File: src/rtl/uart_tx_sequencer.sv
// Feeds a latched 4-byte message, MSB byte first, to the UART transmitter over the
// Tx_WR/Tx_BUSY handshake, with one-shot/repeat modes, inter-byte gap and ack timeout.
module uart_tx_sequencer #(
    parameter int GAP_CYCLES  = 16,
    parameter int ACK_TIMEOUT = 64,
    parameter int GAP_W       = 8,
    parameter int ACK_W       = 8
) (
    input  logic        clk,
    input  logic        reset,
    input  logic        start,
    input  logic        repeat_en,
    input  logic        stop,
    input  logic [31:0] msg,
    input  logic        Tx_BUSY,
    output logic [7:0]  Tx_DATA,
    output logic        Tx_WR,
    output logic        Tx_EN,
    output logic        seq_busy,
    output logic [1:0]  byte_idx,
    output logic        done,
    output logic        ack_err
);

    typedef enum logic [2:0] {
        S_IDLE,
        S_WRITE,
        S_WAIT_ACK,
        S_WAIT_DONE,
        S_GAP,
        S_FINISH
    } state_t;

    // A zero gap still spends one cycle in GAP, so both 0 and 1 end on count 0.
    localparam logic [GAP_W-1:0] GAP_LAST = GAP_W'((GAP_CYCLES == 0) ? 0 : GAP_CYCLES - 1);
    localparam logic [ACK_W-1:0] ACK_LAST = ACK_W'(ACK_TIMEOUT - 1);

    state_t           r_state;
    state_t           w_state_next;
    logic [31:0]      r_shadow;
    logic [1:0]       r_idx;
    logic             r_stop;
    logic [GAP_W-1:0] r_gap_cnt;
    logic [ACK_W-1:0] r_ack_cnt;
    logic [7:0]       r_tx_data;
    logic             r_tx_wr;
    logic             r_tx_en;
    logic             r_ack_err;

    logic             w_stop_any;
    logic             w_tx_wr_next;
    logic             w_tx_en_next;
    logic             w_ack_err_next;
    logic [7:0]       w_byte_sel;

    assign w_stop_any = stop | r_stop;

    always_ff @(posedge clk) begin
        if (!reset) begin
            r_state <= S_IDLE;
        end else begin
            r_state <= w_state_next;
        end
    end

    always_comb begin
        w_state_next = r_state;
        unique case (r_state)
            S_IDLE: begin
                if (start) w_state_next = S_WRITE;
            end
            S_WRITE: begin
                if (w_stop_any)    w_state_next = S_FINISH;
                else if (!Tx_BUSY) w_state_next = S_WAIT_ACK;
            end
            S_WAIT_ACK: begin
                // Tx_BUSY is checked first so a late ack on the last cycle still wins.
                if (Tx_BUSY)                     w_state_next = S_WAIT_DONE;
                else if (r_ack_cnt == ACK_LAST)  w_state_next = S_IDLE;
            end
            S_WAIT_DONE: begin
                if (!Tx_BUSY) begin
                    if (w_stop_any || (r_idx == 2'd3 && !repeat_en)) w_state_next = S_FINISH;
                    else                                             w_state_next = S_GAP;
                end
            end
            S_GAP: begin
                if (w_stop_any)                 w_state_next = S_FINISH;
                else if (r_gap_cnt == GAP_LAST) w_state_next = S_WRITE;
            end
            S_FINISH: begin
                w_state_next = S_IDLE;
            end
            default: begin
                w_state_next = S_IDLE;
            end
        endcase
    end

    always_comb begin
        w_byte_sel = 8'h00;
        unique case (r_idx)
            2'd0: w_byte_sel = r_shadow[31:24];
            2'd1: w_byte_sel = r_shadow[23:16];
            2'd2: w_byte_sel = r_shadow[15:8];
            2'd3: w_byte_sel = r_shadow[7:0];
        endcase

        w_tx_wr_next   = (r_state == S_WRITE) && !w_stop_any && !Tx_BUSY;
        w_ack_err_next = (r_state == S_WAIT_ACK) && !Tx_BUSY && (r_ack_cnt == ACK_LAST);

        w_tx_en_next = r_tx_en;
        if (r_state == S_IDLE && start)                 w_tx_en_next = 1'b1;
        if (w_state_next == S_FINISH || w_ack_err_next) w_tx_en_next = 1'b0;
    end

    always_ff @(posedge clk) begin
        if (!reset) begin
            r_shadow  <= '0;
            r_idx     <= '0;
            r_stop    <= 1'b0;
            r_gap_cnt <= '0;
            r_ack_cnt <= '0;
            r_tx_data <= '0;
            r_tx_wr   <= 1'b0;
            r_tx_en   <= 1'b0;
            r_ack_err <= 1'b0;
        end else begin
            r_tx_wr   <= w_tx_wr_next;
            r_tx_en   <= w_tx_en_next;
            r_ack_err <= w_ack_err_next;
            if (w_tx_wr_next) r_tx_data <= w_byte_sel;

            unique case (r_state)
                S_IDLE: begin
                    if (start) begin
                        r_shadow <= msg;
                        r_idx    <= 2'd0;
                        r_stop   <= 1'b0;
                    end
                end
                S_WRITE: begin
                    r_ack_cnt <= '0;
                end
                S_WAIT_ACK: begin
                    if (!Tx_BUSY) r_ack_cnt <= r_ack_cnt + 1'b1;
                end
                S_WAIT_DONE: begin
                    r_gap_cnt <= '0;
                end
                S_GAP: begin
                    if (w_state_next == S_WRITE) begin
                        r_idx <= r_idx + 2'd1;
                        // Wrap only happens in repeat mode: pick up a new message here.
                        if (r_idx == 2'd3) r_shadow <= msg;
                    end else begin
                        r_gap_cnt <= r_gap_cnt + 1'b1;
                    end
                end
                default: begin
                end
            endcase

            if (r_state != S_IDLE && stop) r_stop <= 1'b1;
        end
    end

    assign Tx_DATA  = r_tx_data;
    assign Tx_WR    = r_tx_wr;
    assign Tx_EN    = r_tx_en;
    assign ack_err  = r_ack_err;
    assign byte_idx = r_idx;
    assign done     = (r_state == S_FINISH);
    assign seq_busy = (r_state != S_IDLE);

endmodule
File: config.mk
export PLATFORM = sky130hd
export DESIGN_NAME = uart_tx_sequencer
export DESIGN_NICKNAME = d
export VERILOG_FILES = /design/src/rtl/uart_tx_sequencer.sv
export SDC_FILE = /design/constraint.sdc
export NUM_CORES = 1
export LEC_CHECK = 0
export BUFFER_PORTS_ARGS = -buffer_cell sky130_fd_sc_hd__clkbuf_2
export CORE_MARGIN = 1
export CORE_UTILIZATION = 45
export DETAILED_ROUTE_END_ITERATION = 8
export PLACE_DENSITY_LB_ADDON = 0.05
export SLEW_MARGIN = 0
export SYNTH_ARGS = -nofsm -noshare
export SYNTH_HDL_FRONTEND = slang
export SYNTH_SLANG_ARGS = --single-unit
File: constraint.sdc
create_clock -name clk -period 1.92 [get_ports clk]
set_input_delay 0.288 -clock clk [delete_from_list [all_inputs] [get_ports clk]]
set_output_delay 0.288 -clock clk [all_outputs]
set_load 0.005 [all_outputs]
---- Word-level counts from Yosys, hierarchy flattened ----
Cells that the tools add are included.
word-level totals
  bits in latches ......................... 0
  word-level logic and storage cells ...... 83
  bits in read-only memories .............. 0
  bits in writable memories ............... 0
  memories kept ........................... 0
  flip-flop bits (word level) ............. 65
  output and inout bits ................... 15
  bits of input ports ..................... 38
cells by class
  multiplexer cells ....................... 25
  div/mod/pow operators ................... 0
  $lt $le $gt $ge ......................... 0
  reduce and logical (&&, ||, !) cells .... 26
  equal/unequal tests ..................... 17
  add/sub/neg operators ................... 3
  shifts and indexed selects .............. 0
  multipliers ............................. 0
  bitwise logic cells ..................... 2
operators with widths
  operator               count
  $mux W32               3
  $pmux W32 S2           1
  $pmux W8 S2            2
  $pmux W8 S4            1
  $mux W3                8
  $add A8 B1 Y8 const B  2
  $mux W8                2
  $pmux W3 S5            1
  $ne A2 B2 Y1 const B   5
  $reduce_bool A2 Y1     5
  $eq A3 B3 Y1 const B   3
  $eq A8 B4 Y1 const B   1
  $eq A8 B6 Y1 const B   1
  $logic_and A1 B1 Y1    7
  $eq A3 B1 Y1 const B   2
  $eq A3 B2 Y1 const B   2
  $reduce_and A2 Y1      3
  $eq A2 B2 Y1 const B   2
  $mux W1                4
  $mux W2                2
  $pmux W2 S2            1
  $reduce_and A4 Y1      1
  $logic_not A1 Y1       3
  $logic_not A3 Y1       1
  other kinds (9)        10

---- Longest topological paths before layout ----
Gate-level depths: netlist (run 1).
  depth after elaboration ................. 9
  gate-level depth with buffers ........... 7
  depth with buffers taken out ............ 6

---- Worst setup path after synthesis (run 1) ----
Ideal clock, no wire load.
  path type ............................... register -> register
  start point ............................. register r_gap_cnt[5]
  end point ............................... register r_shadow[10]
  cell stages (with the launch flop) ...... 7
  path slack .............................. 96 ps
  library setup time ...................... 120 ps
  data arrival time ....................... 1704 ps
  path through ............................ dfxtp_1 -> buf_6 -> or4_4 -> nor4_4 -> a21oi_2 -> buf_6 -> mux2i_1
between the ends
  word-level cells in the longest chain between the ends .. 7
RTL lines
  item                                line  text
  start: declaration                  43    logic [GAP_W-1:0] r_gap_cnt;
  start signal: assignment            157   r_gap_cnt <= r_gap_cnt + 1'b1;
  $eq A8 B4 Y1                        89    else if (r_gap_cnt == GAP_LAST) w_state_next = S_WRITE;
  $mux W3                             89
  $mux W3                             88    if (w_stop_any) w_state_next = S_FINISH;
  $pmux W3 S5                         68    unique case (r_state)
  $eq A3 B1 Y1                        152   if (w_state_next == S_WRITE) begin
  $ne A2 B2 Y1 (no source line)       n/a
  $reduce_and A4 Y1 (no source line)  n/a
  end signal: assignment              137   r_shadow <= msg;
  end signal: assignment              155   if (r_idx == 2'd3) r_shadow <= msg;
  end: declaration                    40    logic [31:0] r_shadow;
Every way passes these cells.
A chain may end at the register's enable or synchronous reset.

---- Final worst setup path (run 1) ----
  start point ............................. register r_gap_cnt[4]
  end point ............................... register r_shadow[12]
The elaborated chain is that of the path after synthesis.

==> out/summary.txt, run 1 <==
CTS H-tree depth: 3
met2 capacity usage during global routing: 30.5%
total of max-cap violations: 0
type of element launching the critical path: register
total power divided by cell area: 958 nW/um^2
post-synth cell types: 56
prevailing post-synth register cell: sky130_fd_sc_hd__dfxtp_1
WP data required: 2140 ps
clock insertion delay at the later pin of the skew report: 330 ps
depth of the worst register-to-register path: 5
share of the synthesized area in the top cell type: 41.8%
count of state elements after synthesis: 65
global-route usage over all layers: 20.1%
status: finished, final reports clean
data arrival time of the critical path: 2050 ps
pin count of the biggest net entering global routing: 73
height of the chip: 85.2 um
number of instances in the synthesized netlist: 358
antenna violations before repair: 0
detail-routed net length per standard cell: 13.8 um
accumulated negative setup slack: 0 ps
Async S/R FF share, synth: 0%
number of standard cells in the layout, taps in and fillers out: 500
highest attainable clock frequency: 544 MHz
Initial Utilization: 47.7%
CTS Buf Count: 9
Worst Setup Path Type: reg2reg
Core Area: 6530 um^2
library cell occupying the most area in the post-synthesis netlist: sky130_fd_sc_hd__dfxtp_1
number of buffers inserted for hold repair after clock tree synthesis: 0
# port buffers: 52
first-pass iteration count of the detailed router: 5
Crit path max-delay family: simple AND/OR/NAND/NOR gates
number of diodes added for antenna fixing: 0
post-synthesis sequential area ratio: 41.8%
most common library cells after synthesis: sky130_fd_sc_hd__nand2_1 (85), sky130_fd_sc_hd__dfxtp_1 (65), sky130_fd_sc_hd__mux2i_1 (41)
HPWL after DPL: 4.83 mm
proportion of layout cells with a drive suffix above 1: 24.6%
routing usage on met1: 28.0%
final design area excluding fillers: 3810 um^2
fill count: 620
chip width: 85.2 um
detailed-route DRC error count: 0
wire length reported by the detailed router: 6.90 mm
global-route wire length before repair: 11.5 mm
count of final hold-check violations: 0
Crit-path slowest cell: sky130_fd_sc_hd__or4_4
Row Count: 29
final critical-path required period: 1840 ps
Inst Count DP: 482
mean cell area of the mapped netlist: 8.70 um^2
CTS root buffer: sky130_fd_sc_hd__clkbuf_8
count of cells along the worst hold path: 3
ratio of final minimum period to clock period: 95.7%
count of flip-flops with a built-in enable after synthesis: 0
total I/O pin count: 53
number of sinks on the clock net: 65
post-layout utilization of the core: 58.3%
final-report max-slew violation count: 0
largest stage delay on the critical path: 540 ps
antenna-violating nets left: 0
LEAKAGE: 1.73 nW
library cell with the highest instance count after synthesis: sky130_fd_sc_hd__nand2_1
synthesized net count: 402
largest cells by area after synthesis: sky130_fd_sc_hd__dfxtp_1 (42%), sky130_fd_sc_hd__mux2i_1 (13%), sky130_fd_sc_hd__nand2_1 (10%)
clock transition at the register clock pins on the worst setup and hold paths after CTS: 70 ps
maximum clock path buffer count: 2
hold slack final: 172 ps
area occupied by registers: 1300 um^2
Most Used Layer, Global Route: met2
worst clock skew: 8.98 ps
global route total overflow: 0
detailed-route vias per instance: 5.35
GPL Wtd Cong: 0.774
VDD IR max: 0.000506 V
path category of the worst min-delay check: in2reg
actual slew at the worst max-slew pin: 498 ps
via count: 2675
Total Die Area: 7260 um^2
synthesized area: 3120 um^2
critical-path cell list: or4_4, nor4_4, a21oi_4, buf_12, mux2i_1
worst path buffer plus inverter count: 1
CTS tree: yes
Syn. warnings: 0
tightest slew margin relative to the limit: 66.0%
area growth from synthesis to layout: 22.2%
vias in the first global route: 2442
critical path fanouts, max: 16
nets: 463
number of DRC violations after detailed-routing iteration 0: 159
logic depth of the worst path, buffers included: 5
combined area of the multi-input logic cells: 1680 um^2
Setup Viol. Count Final: 0
area post-placement: 3520 um^2
nature of the critical path endpoint: register
fraction of met3 tracks used by global routing: 5.35%
-- layout by cell type, fill, tap and decap left out, types with 2 or more instances in the layout --
| cell type | count |
|---|---|
| sky130_fd_sc_hd__mux2_2 | 2 |
| sky130_fd_sc_hd__or3_1 | 4 |
| sky130_fd_sc_hd__clkbuf_2 | 52 |
| sky130_fd_sc_hd__ha_1 | 5 |
| sky130_fd_sc_hd__nand2_1 | 85 |
| sky130_fd_sc_hd__a222oi_1 | 8 |
| sky130_fd_sc_hd__and3_1 | 3 |
| sky130_fd_sc_hd__nor3_1 | 5 |
| sky130_fd_sc_hd__buf_12 | 2 |
| sky130_fd_sc_hd__bufinv_16 | 2 |
| sky130_fd_sc_hd__a21oi_1 | 6 |
| sky130_fd_sc_hd__xnor2_1 | 8 |
| sky130_fd_sc_hd__o21ai_0 | 12 |
| sky130_fd_sc_hd__and2_1 | 2 |
| sky130_fd_sc_hd__buf_4 | 18 |
| sky130_fd_sc_hd__a2111oi_0 | 2 |
| sky130_fd_sc_hd__nand3_1 | 5 |
| sky130_fd_sc_hd__a22oi_1 | 3 |
| sky130_fd_sc_hd__nor4_1 | 3 |
| sky130_fd_sc_hd__a211oi_1 | 4 |
| sky130_fd_sc_hd__dfxtp_2 | 2 |
| sky130_fd_sc_hd__clkbuf_8 | 12 |
| sky130_fd_sc_hd__inv_1 | 6 |
| sky130_fd_sc_hd__dfxtp_1 | 63 |
| sky130_fd_sc_hd__nor2_1 | 30 |
| sky130_fd_sc_hd__or3b_2 | 2 |
| sky130_fd_sc_hd__mux2i_1 | 41 |
-- state kept, by name, indices dropped and copies added (netlist names) --
| register | cells |
|---|---|
| Tx_EN | 1 |
| byte_idx | 2 |
| r_state | 3 |
| r_stop | 1 |
| r_gap_cnt | 8 |
| ack_err | 1 |
| Tx_DATA | 8 |
| r_ack_cnt | 8 |
| r_shadow | 32 |
| Tx_WR | 1 |
-- routing by layer --
layer	up-vias	wire length [um]
li1	1373	-
met1	1239	3430
met2	59	3080
met3	4	352
met4	0	46
met5	-	0
-- worst register-to-register path, delay by kind of cell (launching register included) --
| kind | cells | cell delay [ps] |
|---|---|---|
| flops | 1 | 310 |
| mux | 1 | 130 |
| buf+inv | 1 | 190 |
| compound gates | 1 | 150 |
| simple gates | 2 | 950 |
-- kinds of logic (layout without fill, tap and decap cells) --
kind of cell	Yosys count	count (layout)	share of synthesized area, %
compound gates	53	53	12.8
flops	65	65	41.8
simple gates	151	151	21.8
xor+xnor	9	9	2.53
fa+ha+maj	6	6	2.41
buf+inv	31	96	4.78
mux	43	43	13.9
-- layout make-up --
cell class                      count  area share [%]
Clock inverter                      2            1.58
Clock buffer                       13            4.44
Inverter                            7           0.690
Sequential cell                    65            34.2
Tap cell                           77            2.53
Timing Repair Buffer               74            12.4
Multi-Input combinational cell    262            44.1
-- power by group --
| part | leakage [nW] | switching (mW) | internal [mW] | total (mW) |
|---|---|---|---|---|
| sequential | 0.530 | 0.0760 | 1.48 | 1.56 |
| clock | 0.116 | 0.488 | 0.832 | 1.32 |
| combinational | 1.09 | 0.396 | 0.376 | 0.772 |
-- per-stage QoR --
step / worst slack (ps) / total power [mW]
floorplan: 96.1 / 2.10
global placement: 118 / 2.30
detailed placement: 93.7 / 2.31
CTS: 89.2 / 3.64
global route: -4.41 / 3.85
finish: 81.9 / 3.65
-- worst paths after layout --
kind / slack (ps) / endpoint / from
min: 170 / r_shadow[25]$_SDFFE_PN0P_ / msg[25]
max reg2reg: 80 / r_shadow[12]$_SDFFE_PN0P_ / r_gap_cnt[4]$_SDFFE_PN0P_
max: 80 / r_shadow[12]$_SDFFE_PN0P_ / r_gap_cnt[4]$_SDFFE_PN0P_
min reg2reg: 460 / r_shadow[0]$_SDFFE_PN0P_ / r_shadow[0]$_SDFFE_PN0P_
-- what timing repair did --
| item | in CTS | in global routing |
|---|---|---|
| gates resized for setup | 0 | 4 |
| endpoints found under the setup margin | 0 | 37 |
| buffers inserted | 0 | 1 |
Note: power is estimated with default switching activity, not from simulation.
==> inputs of run 2 (changes only) <==
--- a/config.mk
+++ b/config.mk
@@ -6,7 +6,7 @@
 export NUM_CORES = 1
 export LEC_CHECK = 0
 export BUFFER_PORTS_ARGS = -buffer_cell sky130_fd_sc_hd__clkbuf_2
-export CORE_MARGIN = 1
+export CORE_MARGIN = 3
 export CORE_UTILIZATION = 45
 export DETAILED_ROUTE_END_ITERATION = 8
 export PLACE_DENSITY_LB_ADDON = 0.05
==> out/summary.txt, run 2 (same netlist as run 1, synthesis figures left out) <==
part of the power in the clock network: 35.3%
fraction of met3 tracks used by global routing: 5.53%
Setup Viol. Count Final: 0
final-report max-slew violation count: 0
Core Area: 6530 um^2
most used cells in the layout excluding fill and tap cells: sky130_fd_sc_hd__nand2_1 (85), sky130_fd_sc_hd__dfxtp_1 (63), sky130_fd_sc_hd__clkbuf_2 (52)
routing usage on met1: 27.0%
HPWL after DPL: 4.92 mm
type of element launching the critical path: register
clock transition at the register clock pins on the worst setup and hold paths after CTS: 70 ps
chip width: 89.2 um
CTS H-tree depth: 3
most common cell after layout, fill and taps aside: sky130_fd_sc_hd__nand2_1
worst clock skew: 3.93 ps
data arrival time of the critical path: 2060 ps
maximum clock path buffer count: 2
detailed-route vias per instance: 5.27
ratio of final minimum period to clock period: 96.5%
Worst Setup Path Type: reg2reg
tightest slew margin relative to the limit: 65.2%
hold slack final: 176 ps
via count: 2629
CTS Buf Count: 9
nets: 461
area growth from synthesis to layout: 20.5%
Row Count: 29
number of buffers inserted for hold repair after clock tree synthesis: 0
met2 capacity usage during global routing: 27.1%
antenna-violating nets left: 0
count of final hold-check violations: 0
global route total overflow: 0
path category of the worst min-delay check: in2reg
global-route usage over all layers: 18.7%
clock insertion delay at the later pin of the skew report: 330 ps
Switching Power: 0.985 mW
sequential fraction of design power: 44.0%
pin count of the biggest net entering global routing: 58
GPL Wtd Cong: 0.816
LEAKAGE: 1.70 nW
vias in the first global route: 2448
fill count: 599
count of cells along the worst hold path: 3
Internal Dissipation: 2.54 mW
height of the chip: 89.2 um
accumulated negative setup slack: 0 ps
number of flip-flops under the largest register name: 32
wire length reported by the detailed router: 6.89 mm
area occupied by registers: 1300 um^2
detailed-route DRC error count: 0
total power divided by cell area: 939 nW/um^2
number of diodes added for antenna fixing: 0
# port buffers: 52
WP data required: 2130 ps
number of sinks on the clock net: 65
global-route wire length before repair: 11.6 mm
final design area excluding fillers: 3750 um^2
critical path fanouts, max: 32
fraction of power spent switching nets: 27.9%
combined area of the multi-input logic cells: 1700 um^2
Total Die Area: 7960 um^2
highest attainable clock frequency: 540 MHz
number of DRC violations after detailed-routing iteration 0: 160
Most Used Layer, Global Route: met2
first-pass iteration count of the detailed router: 4
final critical-path required period: 1850 ps
Initial Utilization: 47.7%
proportion of layout cells with a drive suffix above 1: 24.9%
status: finished, final reports clean
share of total power in combinational logic: 20.7%
total power of the final layout: 3.53 mW
depth of the worst register-to-register path: 6
detail-routed net length per standard cell: 13.8 um
VDD IR max: 0.000649 V
total of max-cap violations: 0
CTS tree: yes
actual slew at the worst max-slew pin: 521 ps
CTS root buffer: sky130_fd_sc_hd__clkbuf_8
Biggest register: r_shadow
total I/O pin count: 53
nature of the critical path endpoint: register
antenna violations before repair: 0
area post-placement: 3510 um^2
## run 2: worst max-delay path, cell delays in order (launching register included)
cell and delay, ps:
sky130_fd_sc_hd__dfxtp_2 350, sky130_fd_sc_hd__or3b_2 520, sky130_fd_sc_hd__nor4_4 260, sky130_fd_sc_hd__buf_4 170
sky130_fd_sc_hd__a21oi_4 60, sky130_fd_sc_hd__buf_12 200, sky130_fd_sc_hd__mux2i_1 140
## run 2: per-stage QoR
stage	utilization [%]	worst slack [ps]	cells
final	57.5	66.8	499
after CTS	57.0	42.3	498
after global routing	57.5	-5.74	499
after floorplan	-	96.1	358
after detailed placement	53.8	54.4	482
after global placement	53.8	42.2	482
## run 2: cell type report
class                      instances  area share [%]
multi-input combinational        262            45.2
sequential                        65            34.7
timing repair buffer              72            11.3
clock buffer                      10            3.40
tap                               77            2.57
clock inverter                     6            2.20
inverter                           7           0.700
## run 2: repair_timing
action                     in CTS  in global routing
setup endpoints to repair       0                 44
resized for setup               0                  9
setup buffers                   0                  1
## run 2: final timing paths
check / from / end / slack (ps)
hold reg to reg: r_shadow[25]$_SDFFE_PN0P_ / r_shadow[25]$_SDFFE_PN0P_ / 460
setup reg to reg: r_state[1]$_SDFF_PN0_ / r_shadow[29]$_SDFFE_PN0P_ / 70
hold / removal: msg[8] / r_shadow[8]$_SDFFE_PN0P_ / 180
setup / recovery: r_state[1]$_SDFF_PN0_ / r_shadow[29]$_SDFFE_PN0P_ / 70
## run 2: routing by layer
metal / up-vias / share of wire [%] / wire length, um
met2: 56 / 42 / 2920
met4: 0 / 0.65 / 45
met1: 1195 / 52 / 3610
li1: 1374 / - / -
met5: - / 0 / 0
met3: 4 / 4.5 / 309
## run 2: power by group through the flow
stage	combinational [mW]	clock (mW)	sequential [mW]
after detailed placement	0.718	0	1.58
after global routing	0.811	1.34	1.57
after CTS	0.722	1.28	1.55
after global placement	0.713	0	1.58
after floorplan	0.535	0	1.56
final	0.730	1.24	1.55
